## config.mk

```make
export PLATFORM = sky130hd
export DESIGN_NAME = bitty_fetch
export DESIGN_NICKNAME = d
export VERILOG_FILES = /design/src/rtl/bitty_pkg.sv /design/src/rtl/bitty_fetch.sv
export SDC_FILE = /design/constraint.sdc
export NUM_CORES = 1
export LEC_CHECK = 0
export CAP_MARGIN = 20
export CORE_UTILIZATION = 35
export DETAILED_ROUTE_END_ITERATION = 8
export PLACE_DENSITY_LB_ADDON = 0.3
export SLEW_MARGIN = 20
export SYNTH_ARGS = -nofsm -noshare
export SYNTH_HDL_FRONTEND = slang
export SYNTH_SLANG_ARGS = --single-unit
```

## constraint.sdc

```tcl
create_clock -name clk -period 1.9 [get_ports clk]
set_input_delay 0.19 -clock clk [delete_from_list [all_inputs] [get_ports clk]]
set_output_delay 0.19 -clock clk [all_outputs]
set_load 0.01 [all_outputs]
```

## src/rtl/bitty_pkg.sv

```systemverilog
// bitty_pkg: shared types and constants for the bitty fetch stage
package bitty_pkg;

    localparam int INSTR_W = 16;
    localparam logic [INSTR_W-1:0] HALT_WORD = 16'hFFFF;

    typedef enum logic [2:0] {IDLE, REQ, CAPT, EXEC, HALT} state_t;

endpackage

```

## src/rtl/bitty_fetch.sv

```systemverilog
// bitty_fetch: PC, synchronous-read fetch and run/done dispatch to the core; BITTY_FETCH_HALT_EN adds the halt word
module bitty_fetch
    import bitty_pkg::*;
#(
    parameter int ADDR_W = 8,
    parameter logic [ADDR_W-1:0] LAST_ADDR = '1
) (
    input  logic               clk,
    input  logic               reset,
    input  logic               start,
    output logic [ADDR_W-1:0]  mem_addr,
    output logic               mem_rd_en,
    input  logic [INSTR_W-1:0] mem_rdata,
    output logic [INSTR_W-1:0] instruction,
    output logic               run,
    input  logic               done,
    output logic [ADDR_W-1:0]  pc,
    output logic               busy,
    output logic [15:0]        retired,
    output logic               halted
);

    state_t state, state_n;

    assign run       = (state == EXEC) && !done;
    assign mem_rd_en = (state == REQ);
    assign mem_addr  = pc;

    // next-state decode
    always_comb begin
        state_n = state;
        case (state)
            IDLE: state_n = start ? REQ : IDLE;
            REQ:  state_n = CAPT;
`ifdef BITTY_FETCH_HALT_EN
            CAPT: state_n = (mem_rdata == HALT_WORD) ? HALT : EXEC;
`else
            CAPT: state_n = EXEC;
`endif
            EXEC: state_n = !done ? EXEC : (pc == LAST_ADDR) ? IDLE : REQ;
            default: state_n = state;
        endcase
    end

    // state, program counter, instruction latch and retire counter
    always_ff @(posedge clk) begin
        if (reset) begin
            state       <= IDLE;
            pc          <= '0;
            instruction <= '0;
            retired     <= '0;
            busy        <= 1'b0;
        end else begin
            state <= state_n;
            busy  <= (state_n != IDLE);
            if (state == IDLE && start) begin
                pc      <= '0;
                retired <= '0;
            end
            if (state == CAPT && state_n == EXEC)
                instruction <= mem_rdata;
            if (state == EXEC && done) begin
                retired <= (retired == 16'hFFFF) ? retired : retired + 16'd1;
                if (pc != LAST_ADDR)
                    pc <= pc + 1'b1;
            end
        end
    end

`ifdef BITTY_FETCH_HALT_EN
    // sticky halt flag, cleared only by reset
    always_ff @(posedge clk) begin
        if (reset)
            halted <= 1'b0;
        else
            halted <= (state_n == HALT);
    end
`else
    assign halted = 1'b0;
`endif

endmodule

```

# Yosys cells after proc, flatten, opt, wreduce, memory -nomap -nowiden
# Cells that the tools add are included.
[op_classes]
n_addsub = 2
eq_ne = 8
n_mux = 10
reduce_logical = 9
[ops]
columns = ["op", "count"]
rows = [
  ["2-to-1 mux 16 bit", 3],
  ["2-to-1 mux 8 bit", 3],
  ["adder 16 x 1 -> 16 bit, second input constant", 1],
  ["equality test 16 bit, second input constant", 1],
  ["case mux 3 bit (4 select lines)", 1],
  ["equality test 3 x 2 -> 1 bit, second input constant", 3],
  ["adder 8 x 1 -> 8 bit, second input constant", 1],
  ["equality test 8 bit, second input constant", 1],
  ["!= test 8 bit, second input constant", 1],
  ["logical AND 1 bit", 4],
  ["equality test 3 x 1 -> 1 bit, second input constant", 1],
  ["logical NOT 3 bit", 1],
  ["nonzero test 3 bit", 1],
  ["2-to-1 mux 1 bit", 2],
  ["2-to-1 mux 2 bit", 1],
  ["!= test 2 bit, second input constant", 1],
  ["AND reduction 2 bit", 1],
  ["nonzero test 2 bit", 1],
  ["logical NOT 1 bit", 1],
]
[word_totals]
regBits = 44
in_bits = 20
output_inout_bits = 52

# Logic depth before layout (Yosys ltp)
# Gate-level depths: netlist of the first run.
[depth]
word_depth = 6
mapped_depth = 7
ltp_nobuf = 5

# Worst setup path before layout of the first run
# Ideal clock, no wire load.
[synth_timing]
path_type = "reg-to-reg"
startpoint = "register retired[0]"
endpoint = "register retired[12]"
setup_time_ns = 0.121
t_arrival_ns = 1.699
slack_ns = 0.080
path_stages_with_launch = 6
path_buffers = 0
cell_sequence = "dfxtp_1 > ha_1 > nand2_1 > or3_1 > nor4_1 > mux2_2"
[synth_via]
elab_chain_len = 3
[synth_rtl]
columns = ["element", "line_no", "source"]
rows = [
  ["from (decl)", "bitty_fetch.sv:19", "output logic [15:0] retired,"],
  ["from (signal assigned)", "bitty_fetch.sv:63", "retired <= (retired == 16'hFFFF) ? retired : retired + 16'd1;"],
  ["adder 16 x 1 -> 16 bit / equality test 16 bit (equally long branches)", "bitty_fetch.sv:63", ""],
  ["2-to-1 mux 16 bit / != test 2 bit (equally long branches)", "--", ""],
  ["2-to-1 mux 16 bit / AND reduction 2 bit (equally long branches)", "--", ""],
]
# Parallel ways exist; a longest one is shown, timed or not. The select of a mux whose other input is x is not followed.
# A chain may end at the register's enable or synchronous reset.

# Worst setup path after layout of the first run
[layout_timing]
startpoint = "register retired[10]"
endpoint = "register retired[13]"
# The elaborated chain is that of the path after synthesis.

==> results of run 1 <==
## stage by stage
stage / cell area [um2] / hold WS (ps) / util [%] / setup slack [ps]
detailed placement: 3180 / 446 / 52.8 / -164
global route: 3290 / 433 / 54.6 / 26.0
finish: 3290 / 438 / 54.6 / 80.7
global placement: 3180 / 441 / 52.8 / -121
CTS: 3290 / 429 / 54.5 / 9.46
floorplan: 2230 / 326 / - / 80.1
## layout make-up
cell class | count | area [um2] | area share, %
Timing Repair Buffer | 107 | 993 | 30.2
Multi-Input combinational cell | 199 | 1210 | 36.7
Clock inverter | 1 | 7.51 | 0.228
Sequential cell | 44 | 882 | 26.8
Clock buffer | 7 | 86.3 | 2.62
Inverter | 5 | 18.8 | 0.571
Tap cell | 75 | 93.8 | 2.85
## registers in the layout (all words and copies together), names as in the netlist
signal,count
busy,1
retired,16
instruction,16
state,3
mem_addr,8
## critical path, stage by stage, from the launching register on
cell,delay (ps)
dfxtp_1,360
nand4_2,230
or4_4,590
or4_1,410
a21oi_1,160
## where the power goes
part           switching [uW]  leakage [uW]  internal (uW)  total, uW
combinational             148      0.000832            151        299
sequential               17.3      0.000357            954        971
clock                     321     0.0000445            296        617
## path summary, 6_finish.rpt
kind	from	end
max reg2reg	retired[10]	retired[13]
min reg2reg	instruction[12]	instruction[12]
min	mem_rdata[11]	instruction[11]
max	retired[10]	retired[13]
## logic make-up (layout without fill, tap and decap cells)
logic type | count (synthesis) | after routing
AND/OR/NAND/NOR | 130 | 130
flip-flops | 44 | 44
other | 1 | 1
XOR/XNOR | 2 | 2
AO/OA/AOI/OAI | 60 | 60
buffers and inverters | 30 | 120
adder cells (fa/ha/maj) | 2 | 2
multiplexers | 4 | 4
## per-layer routing
layer  vias to the layer above  GRT usage, %  part of all wire (%)
met4                         0          5.96                   1.5
met1                      1118          26.9                    49
li1                       1177             -                     -
met3                        10          3.89                   3.9
met5                         -             0                     0
met2                        63          28.0                    46
## cell usage in the layout (no fill, tap or decap), types with 5 or more instances in the layout
| cell type | n |
|---|---|
| a21oi_1 | 25 |
| and3_1 | 6 |
| buf_4 | 36 |
| clkbuf_8 | 6 |
| clkdlybuf4s50_1 | 69 |
| dfxtp_1 | 43 |
| inv_1 | 5 |
| nand2_1 | 49 |
| nand3_1 | 14 |
| nand4_1 | 6 |
| nor2_1 | 13 |
| nor3_1 | 5 |
| o211ai_1 | 6 |
| or4_1 | 7 |
## cell usage after synthesis (2+ instances only)
| cell | n | share of area [%] |
|---|---|---|
| nand2_1 | 49 | 8.2 |
| dfxtp_1 | 44 | 39 |
| a21oi_1 | 25 | 5.6 |
| nand3_1 | 14 | 3.1 |
| clkbuf_1 | 13 | 2.2 |
| nor2_1 | 13 | 2.2 |
| buf_4 | 10 | 3.4 |
| or4_1 | 7 | 2.4 |
| and3_1 | 6 | 1.7 |
| nand4_1 | 6 | 1.7 |
| o211ai_1 | 6 | 2.0 |
| inv_1 | 5 | 0.84 |
| nor2b_1 | 5 | 1.4 |
| nor3_1 | 5 | 1.1 |
| nor4_1 | 4 | 1.1 |
| nor4b_1 | 4 | 1.6 |
| o31ai_1 | 4 | 1.3 |
| mux2_2 | 3 | 1.5 |
| o2111ai_1 | 3 | 1.2 |
| o21ai_0 | 3 | 0.67 |
| o221ai_1 | 3 | 1.2 |
| o311ai_0 | 3 | 1.2 |
| a31oi_1 | 2 | 0.56 |
| a32oi_1 | 2 | 0.78 |
| and4_1 | 2 | 0.78 |
| ha_1 | 2 | 1.1 |
| nand4_2 | 2 | 1.1 |
| nor3b_1 | 2 | 0.67 |
| o41ai_1 | 2 | 0.78 |
| or2_2 | 2 | 0.56 |
| or3_1 | 2 | 0.56 |
==> metrics.cfg, run 1 <==
[clocking]
cts_hold_buf = 0
clockBufferDepth = 2
clkSinkCount = 44
postCtsSetupBuffers = 0
cts-root-buf = clkbuf_8
cts_tree = yes
cts_buffers = 5
cts-resized-gates = 2
clk_latency_ps = 290
clk_pin_slew_ps = 90
h-tree-depth = 2

[synth]
yosysWarnings = 0
synthesis.nets = 295
synth_area_um2 = 2230
synth_top_family_by_area = simple AND/OR/NAND/NOR gates
syn_inst = 273
synth_edf_count = 0
synth_compound_area_share_pct = 17.9
synth_fa_ha_area_share_pct = 1.12
ys_types = 51
seq_area_frac_synth_pct = 39.5
synth_xor_area_share_pct = 0.785
avgSynthCellArea_um2 = 8.18
ys.flop_type = dfxtp_1
async_flop_share_pct = 0
synth-seq-cells = 44
muxShareOfSynthArea_pct = 1.96
synthSimpleGateAreaFrac_pct = 31.8

[route]
vias = 2368
post_drt_wl_per_cell_um = 14.2
drt-total-wl_um = 6200
ant_nets = 0
drc = 0
routed_via_density = 5.41
first_pass_iters = 4
drt_iter0_markers = 188

[cells_and_area]
antenna-diode-count = 0
nets = 384
num-fill-cells = 561
layoutNonFillerInstCount = 438
area_growth_pct = 47.4
drive_gt1_share_pct = 15.7

[worst_setup_path]
worstSetupPathType = flop to flop
cp_max_fo = 6
start_kind = flop
rrSetupSlack_ps = 80
critPathRequiredTime_ps = 2120
critPathArrivalTime_ps = 2040
cp-end-kind = flop
r2r_cells = 4

[grt]
grt_max_degree = 43
grt_first_pass_wirelength_um = 9830
antenna_found_initial = 0
grtUsageTotal_pct = 18.9
grt_pass1_vias = 2073
grt_overflow = 0

[min_path]
worst_hold_path.num_cells = 3
hp-class = input port to flop

[timing]
min_period_over_period_pct = 95.8
slew_viol_final = 0
fin_skew_ps = 7.72
rsz0062_at_grt = false
worstMarginPinSlew_ps = 566
fin_crit_ps = 1820
clock.fmax_ghz = 0.550
hold_viol_final = 0
finalSetupViolCount = 0
slew_headroom_pct = 62.3
setup_tns_ps = 0

[place]
gp_congestion = 0.882
portBuffers = 70
dpl.cell_count = 430
dpl.hpwl_um = 4470

[run_status]
outcome = finished clean

[pwr]
ir_drop_mv = 0.393
p_leak_uw = 0.00123
power_uw = 1890
power_density_nw_per_um2 = 574

[floorplan]
io_pins = 72
initial_core_util_pct = 37.0
fp-row-count = 28
core_area_um2 = 6030
die_h_um = 81.9
die_x_um = 81.9
dieArea_um2 = 6700

[job]
max_cap_violations = 0

Power figures use the tool's default switching activity.
==> run 2: changes to the inputs <==
- HOLD_SLACK_MARGIN: default -> 0.15
==> results of run 2 <==
No change in the layout: final DEF, timing and power equal those of run 1.
